### config.mk
export PLATFORM = sky130hd
export DESIGN_NAME = vx_operands_arb
export DESIGN_NICKNAME = d
export VERILOG_FILES = /design/src/rtl/vx_operands_arb_pkg.sv /design/src/rtl/vx_operands_arb_buf.sv /design/src/rtl/vx_operands_arb.sv
export SDC_FILE = /design/constraint.sdc
export NUM_CORES = 1
export LEC_CHECK = 0
export BUFFER_PORTS_ARGS = -buffer_cell sky130_fd_sc_hd__clkbuf_2
export CORE_UTILIZATION = 40
export CTS_CLUSTER_SIZE = 16
export DETAILED_ROUTE_END_ITERATION = 8
export PLACE_DENSITY = 0.59
export RECOVER_POWER = 100
export SYNTH_ARGS = -nofsm -noshare
export SYNTH_HDL_FRONTEND = slang
export SYNTH_SLANG_ARGS = --single-unit
### constraint.sdc
create_clock -name clk -period 10.3 [get_ports clk]
set_clock_uncertainty 0.2 [all_clocks]
set_input_delay 1.03 -clock clk [delete_from_list [all_inputs] [get_ports clk]]
set_output_delay 1.03 -clock clk [all_outputs]
set_load 0.01 [all_outputs]
### src/rtl/vx_operands_arb_pkg.sv
// Shared constants and helpers for the operands arbiter.
// The payload itself is opaque to this block; only its width (DATAW) is
// passed in, so nothing payload-specific lives here.
package vx_operands_arb_pkg;

  // Depth of the registered output buffer behind the arbiter.
  localparam int unsigned BUF_DEPTH = 2;

  // Round-robin candidate index: `offset` positions after `base`, modulo `n`.
  function automatic int unsigned rr_index(input int unsigned base,
                                           input int unsigned offset,
                                           input int unsigned n);
    return (base + offset) % n;
  endfunction

endpackage

### src/rtl/vx_operands_arb_buf.sv
// Two-entry registered FIFO that decouples downstream ready from the
// arbiter's input-side ready.
// Ports:
//   clk, reset_n  - clock, asynchronous active-low reset
//   push_i        - write push_data_i at the tail (only when space_o)
//   push_data_i   - entry to write
//   pop_i         - drop the head entry (only when valid_o)
//   space_o       - fewer than BUF_DEPTH entries held
//   valid_o       - at least one entry held
//   head_o        - oldest entry
module vx_operands_arb_buf
  import vx_operands_arb_pkg::*;
#(
  parameter int unsigned WIDTH = 8
) (
  input  logic             clk,
  input  logic             reset_n,
  input  logic             push_i,
  input  logic [WIDTH-1:0] push_data_i,
  input  logic             pop_i,
  output logic             space_o,
  output logic             valid_o,
  output logic [WIDTH-1:0] head_o
);

  localparam logic [1:0] FULL_CNT = 2'(BUF_DEPTH);

  logic [1:0]       count_q;
  logic [WIDTH-1:0] head_q;
  logic [WIDTH-1:0] tail_q;

  assign space_o = (count_q != FULL_CNT);
  assign valid_o = (count_q != 2'd0);
  assign head_o  = head_q;

  always_ff @(posedge clk or negedge reset_n) begin
    if (!reset_n) begin
      count_q <= 2'd0;
      head_q  <= '0;
      tail_q  <= '0;
    end else begin
      case ({push_i, pop_i})
        2'b10: begin
          if (count_q == 2'd0) head_q <= push_data_i;
          else                 tail_q <= push_data_i;
          count_q <= count_q + 2'd1;
        end
        2'b01: begin
          head_q  <= tail_q;
          count_q <= count_q - 2'd1;
        end
        // Push is gated by space, so a simultaneous push/pop only happens
        // with a single entry held: the new entry becomes the head.
        2'b11: head_q <= push_data_i;
        default: ;
      endcase
    end
  end

endmodule

### src/rtl/vx_operands_arb.sv
// Round-robin arbiter merging NUM_INPUTS operand-collector channels onto one
// dispatch channel, with a 2-entry output buffer and a saturating stall
// counter for the perf subsystem.
// Ports:
//   clk, reset_n - clock, asynchronous active-low reset
//   in_valid     - per-channel valid
//   in_data      - per-channel payload, channel i at [i*DATAW +: DATAW]
//   in_ready     - per-channel ready (at most one bit high)
//   out_valid    - head entry valid
//   out_data     - head payload
//   out_sel      - source channel of the head entry
//   out_ready    - downstream accept
//   perf_stalls  - saturating count of cycles with a request but no space
module vx_operands_arb
  import vx_operands_arb_pkg::*;
#(
  parameter int unsigned NUM_INPUTS = 4,
  parameter int unsigned DATAW      = 64,
  parameter int unsigned PERF_W     = 32
) (
  input  logic                          clk,
  input  logic                          reset_n,
  input  logic [NUM_INPUTS-1:0]         in_valid,
  input  logic [NUM_INPUTS*DATAW-1:0]   in_data,
  output logic [NUM_INPUTS-1:0]         in_ready,
  output logic                          out_valid,
  output logic [DATAW-1:0]              out_data,
  output logic [$clog2(NUM_INPUTS)-1:0] out_sel,
  input  logic                          out_ready,
  output logic [PERF_W-1:0]             perf_stalls
);

  localparam int unsigned SEL_W = $clog2(NUM_INPUTS);

  logic [SEL_W-1:0]      last_q;
  logic [NUM_INPUTS-1:0] grant;
  logic [SEL_W-1:0]      grant_idx;
  logic [DATAW-1:0]      grant_data;
  logic                  space;
  logic                  push;
  logic                  pop;
  logic [PERF_W-1:0]     stalls_q;

  // Scan from last+1 upward; the first valid channel wins.
  always_comb begin
    int unsigned idx;
    idx        = 0;
    grant      = '0;
    grant_idx  = '0;
    grant_data = '0;
    for (int unsigned k = 1; k <= NUM_INPUTS; k++) begin
      idx = rr_index(32'(last_q), k, NUM_INPUTS);
      if ((grant == '0) && in_valid[idx]) begin
        grant[idx] = 1'b1;
        grant_idx  = SEL_W'(idx);
        grant_data = in_data[idx*DATAW +: DATAW];
      end
    end
  end

  // Ready depends only on in_valid and registered state, never on out_ready.
  assign in_ready = grant & {NUM_INPUTS{space}};
  assign push     = (|grant) & space;
  assign pop      = out_valid & out_ready;

  vx_operands_arb_buf #(
    .WIDTH (DATAW + SEL_W)
  ) u_buf (
    .clk         (clk),
    .reset_n     (reset_n),
    .push_i      (push),
    .push_data_i ({grant_data, grant_idx}),
    .pop_i       (pop),
    .space_o     (space),
    .valid_o     (out_valid),
    .head_o      ({out_data, out_sel})
  );

  // last resets to NUM_INPUTS-1 so channel 0 has first priority.
  always_ff @(posedge clk or negedge reset_n) begin
    if (!reset_n) begin
      last_q   <= SEL_W'(NUM_INPUTS - 1);
      stalls_q <= '0;
    end else begin
      if (push) last_q <= grant_idx;
      if ((|in_valid) && !space && (stalls_q != '1))
        stalls_q <= stalls_q + PERF_W'(1);
    end
  end

  assign perf_stalls = stalls_q;

endmodule

==> impl_metrics.yaml <==
final_layout:
  mostFrequentLayoutCells: "clkbuf_2, nand2_1, dfrtp_1"
  syn_to_final_growth_pct: 15.1
  drive_gt1_share_pct: 27.4
  postLayoutCellArea_um2: 18600
  nets: 2208
  final_common_cell: "clkbuf_2"
floorplanning:
  num_io_pins: 366
  fp.dieW_um: 203
  rows: 73
  die_h_um: 203
  dieArea_um2: 41300
  start_util_pct: 40.7
  core_um2: 39800
detailed_routing:
  drt_wl_total_um: 52800
  top_layer: "met5"
  wl_met2_um: 25000
  via_per_inst: 6.23
  routed-wl-met3_um: 4580
  ant_nets: 0
  drc: 0
  first_iter_violations: 1423
  wl_met1_um: 22200
  num_vias: 15400
  dr.pass1.iters: 5
  wl_per_cell_um: 21.4
sta:
  holdWs_ps: 265
  period_share_pct: 82.7
  slew_viol_final: 217
  max_slew.worst_pin.slew_ps: 5360
  clock.fmax_mhz: 117
  timing.slew.headroom_pct: -258
  setup_viol: 0
  rsz0062_at_grt: "no"
  hold_viol_final: 0
  period_needed_ps: 8520
  setup_tns_ps: 0
synth:
  synth_edf_count: 0
  seq_area_frac_synth_pct: 26.0
  yosys.cell_types.count: 69
  netlist_area_um2: 16200
  synth_warnings: 0
  syn_avg_cell_area_um2: 9.51
  netlist_instances: 1703
  async_reset_ff_share_pct: 100
  ys.flop_type: "dfrtp_1"
  syn_nets: 1977
  synth-seq-cells: 168
grt:
  grt_pass1_wl_um: 80900
  grtUsageTotal_pct: 24.8
  grt_pass1_vias: 14500
  grt_max_degree: 161
  antenna_found_initial: 7
  grt.overflow.total: 0
placed_design:
  io_buffers: 365
  hpwl_um: 35000
  placed_area_um2: 18200
  place_congestion: 0.834
setup_path:
  r2r_end: "u_buf.head_o[20]$_DFFE_PN0P_"
  cp-start-kind: "flop"
  r2r_setup_slack_ps: 1790
  worst-path-max-fanout: 79
  critPathKind: "reg -> out"
  ff2ff_path_depth: 12
  required_ps: 9070
  cp-end-kind: "output port"
  cp.arrival_ps: 7290
  reg2reg_from: "last_q[1]$_DFFE_PN1P_"
cts:
  clk_pin_slew_ps: 60
  cts_hold_buf: 0
  cts.sinks: 168
  clock_path_buffers: 2
  cts_root_buf: "clkbuf_16"
  clkLatencyLatePin_ps: 430
  cts_tree: "done"
  cts_resized: 0
  h-tree-depth: 4
  cts_setup_buffers: 0
  cts_buffers: 17
hold_path:
  min_path_cells: 2
  min_path_type: "reg -> reg"
  holdPathEnd: "u_buf.tail_q[55]$_DFFE_PN0P_"
  hold_start: "u_buf.tail_q[55]$_DFFE_PN0P_"
status:
  failed_checks: "max-capacitance violations, max-slew violations"
  status: "finished with violations"
flow_run:
  max_cap_viol_count: 3
## logic make-up after synthesis
| family | Yosys count | synth area share (%) |
|---|---|---|
| simple gates | 578 | 17.0 |
| compound gates | 383 | 17.5 |
| flops | 168 | 26.0 |
| fa+ha+maj | 11 | 0.850 |
| xor+xnor | 34 | 1.84 |
| buf+inv | 224 | 5.66 |
| mux | 305 | 31.2 |
## critical path: stages (launching register included)
cell	delay, ps
dfstp_4	1140
inv_1	400
ha_1	1740
mux4_2	1270
a21bo_2	270
buf_4	520
nor2_8	50
a31oi_4	140
buf_4	490
nor2_1	210
a21oi_1	260
nor2_1	60
clkbuf_1	200
## synthesized netlist by cell type, types with 6 or more instances
| cell | count | area share (%) |
|---|---|---|
| nand2_1 | 210 | 4.9 |
| dfrtp_1 | 166 | 26 |
| mux4_2 | 155 | 22 |
| clkbuf_1 | 125 | 2.9 |
| nor2_1 | 103 | 2.4 |
| mux2i_1 | 99 | 6.1 |
| nand3_1 | 93 | 2.9 |
| inv_1 | 51 | 1.2 |
| mux2_2 | 49 | 3.4 |
| a21oi_1 | 48 | 1.5 |
| o221ai_1 | 47 | 2.5 |
| and3_1 | 46 | 1.8 |
| or3_1 | 46 | 1.8 |
| o22ai_1 | 44 | 1.7 |
| a31oi_1 | 40 | 1.5 |
| and2_1 | 40 | 1.5 |
| a211oi_1 | 29 | 1.3 |
| o2bb2ai_1 | 27 | 1.5 |
| o21ai_1 | 26 | 0.80 |
| a22oi_1 | 24 | 1.1 |
| xnor2_1 | 23 | 1.2 |
| a221o_1 | 22 | 1.4 |
| o22a_1 | 22 | 1.2 |
| buf_1 | 19 | 0.44 |
| buf_2 | 19 | 0.59 |
| ha_1 | 11 | 0.85 |
| o21ai_0 | 11 | 0.34 |
| xor2_1 | 11 | 0.59 |
| o32ai_1 | 9 | 0.49 |
| nand2b_1 | 8 | 0.31 |
| nand4_1 | 8 | 0.31 |
| a2111oi_0 | 6 | 0.32 |
## area by class of cell
class,instances,area (µm²)
Fill cell,3910,21200
Timing Repair Buffer,384,1850
Clock inverter,9,151
Inverter,52,195
Antenna cell,3,7.51
Tap cell,525,657
Multi-Input combinational cell,1311,11100
Clock buffer,21,440
Sequential cell,168,4210
## state kept, by name (all words and copies together), names as in the netlist
signal,count
u_buf.count_q,2
last_q,2
u_buf.tail_q,66
u_buf.head_o,66
perf_stalls,32
## per-stage QoR
step	utilization [%]	std cells	setup slack [ps]
3_3_place_gp	45.7	2440	3230
2_1_floorplan	-	1703	4850
3_5_place_dp	45.7	2440	3090
4_1_cts	47.2	2470	2760
5_1_grt	46.8	2473	1300
6_report	46.8	2473	1780
## routing by layer
| metal | up-vias | global-route usage, % |
|---|---|---|
| met5 | - | 0 |
| met4 | 6 | 6.79 |
| met3 | 71 | 5.21 |
| met2 | 691 | 39.7 |
| met1 | 7596 | 34.0 |
| li1 | 7034 | - |
## worst max-delay path by stage
stage	from	endpoint	slack [ps]	cells after the start
floorplan	last_q[0]$_DFFE_PN1P_	in_ready[0]	4850	15
global placement	last_q[1]$_DFFE_PN1P_	u_buf.tail_q[0]$_DFFE_PN0P_	3230	14
detailed placement	last_q[1]$_DFFE_PN1P_	u_buf.tail_q[1]$_DFFE_PN0P_	3090	14
CTS	last_q[1]$_DFFE_PN1P_	in_ready[3]	2760	12
global route	last_q[1]$_DFFE_PN1P_	u_buf.head_o[20]$_DFFE_PN0P_	1300	12
finish	last_q[1]$_DFFE_PN1P_	in_ready[1]	1780	12
Power is left out: the tool's default activity adds up to more than one toggle a clock period on the data nets, which glitch-free logic cannot reach.
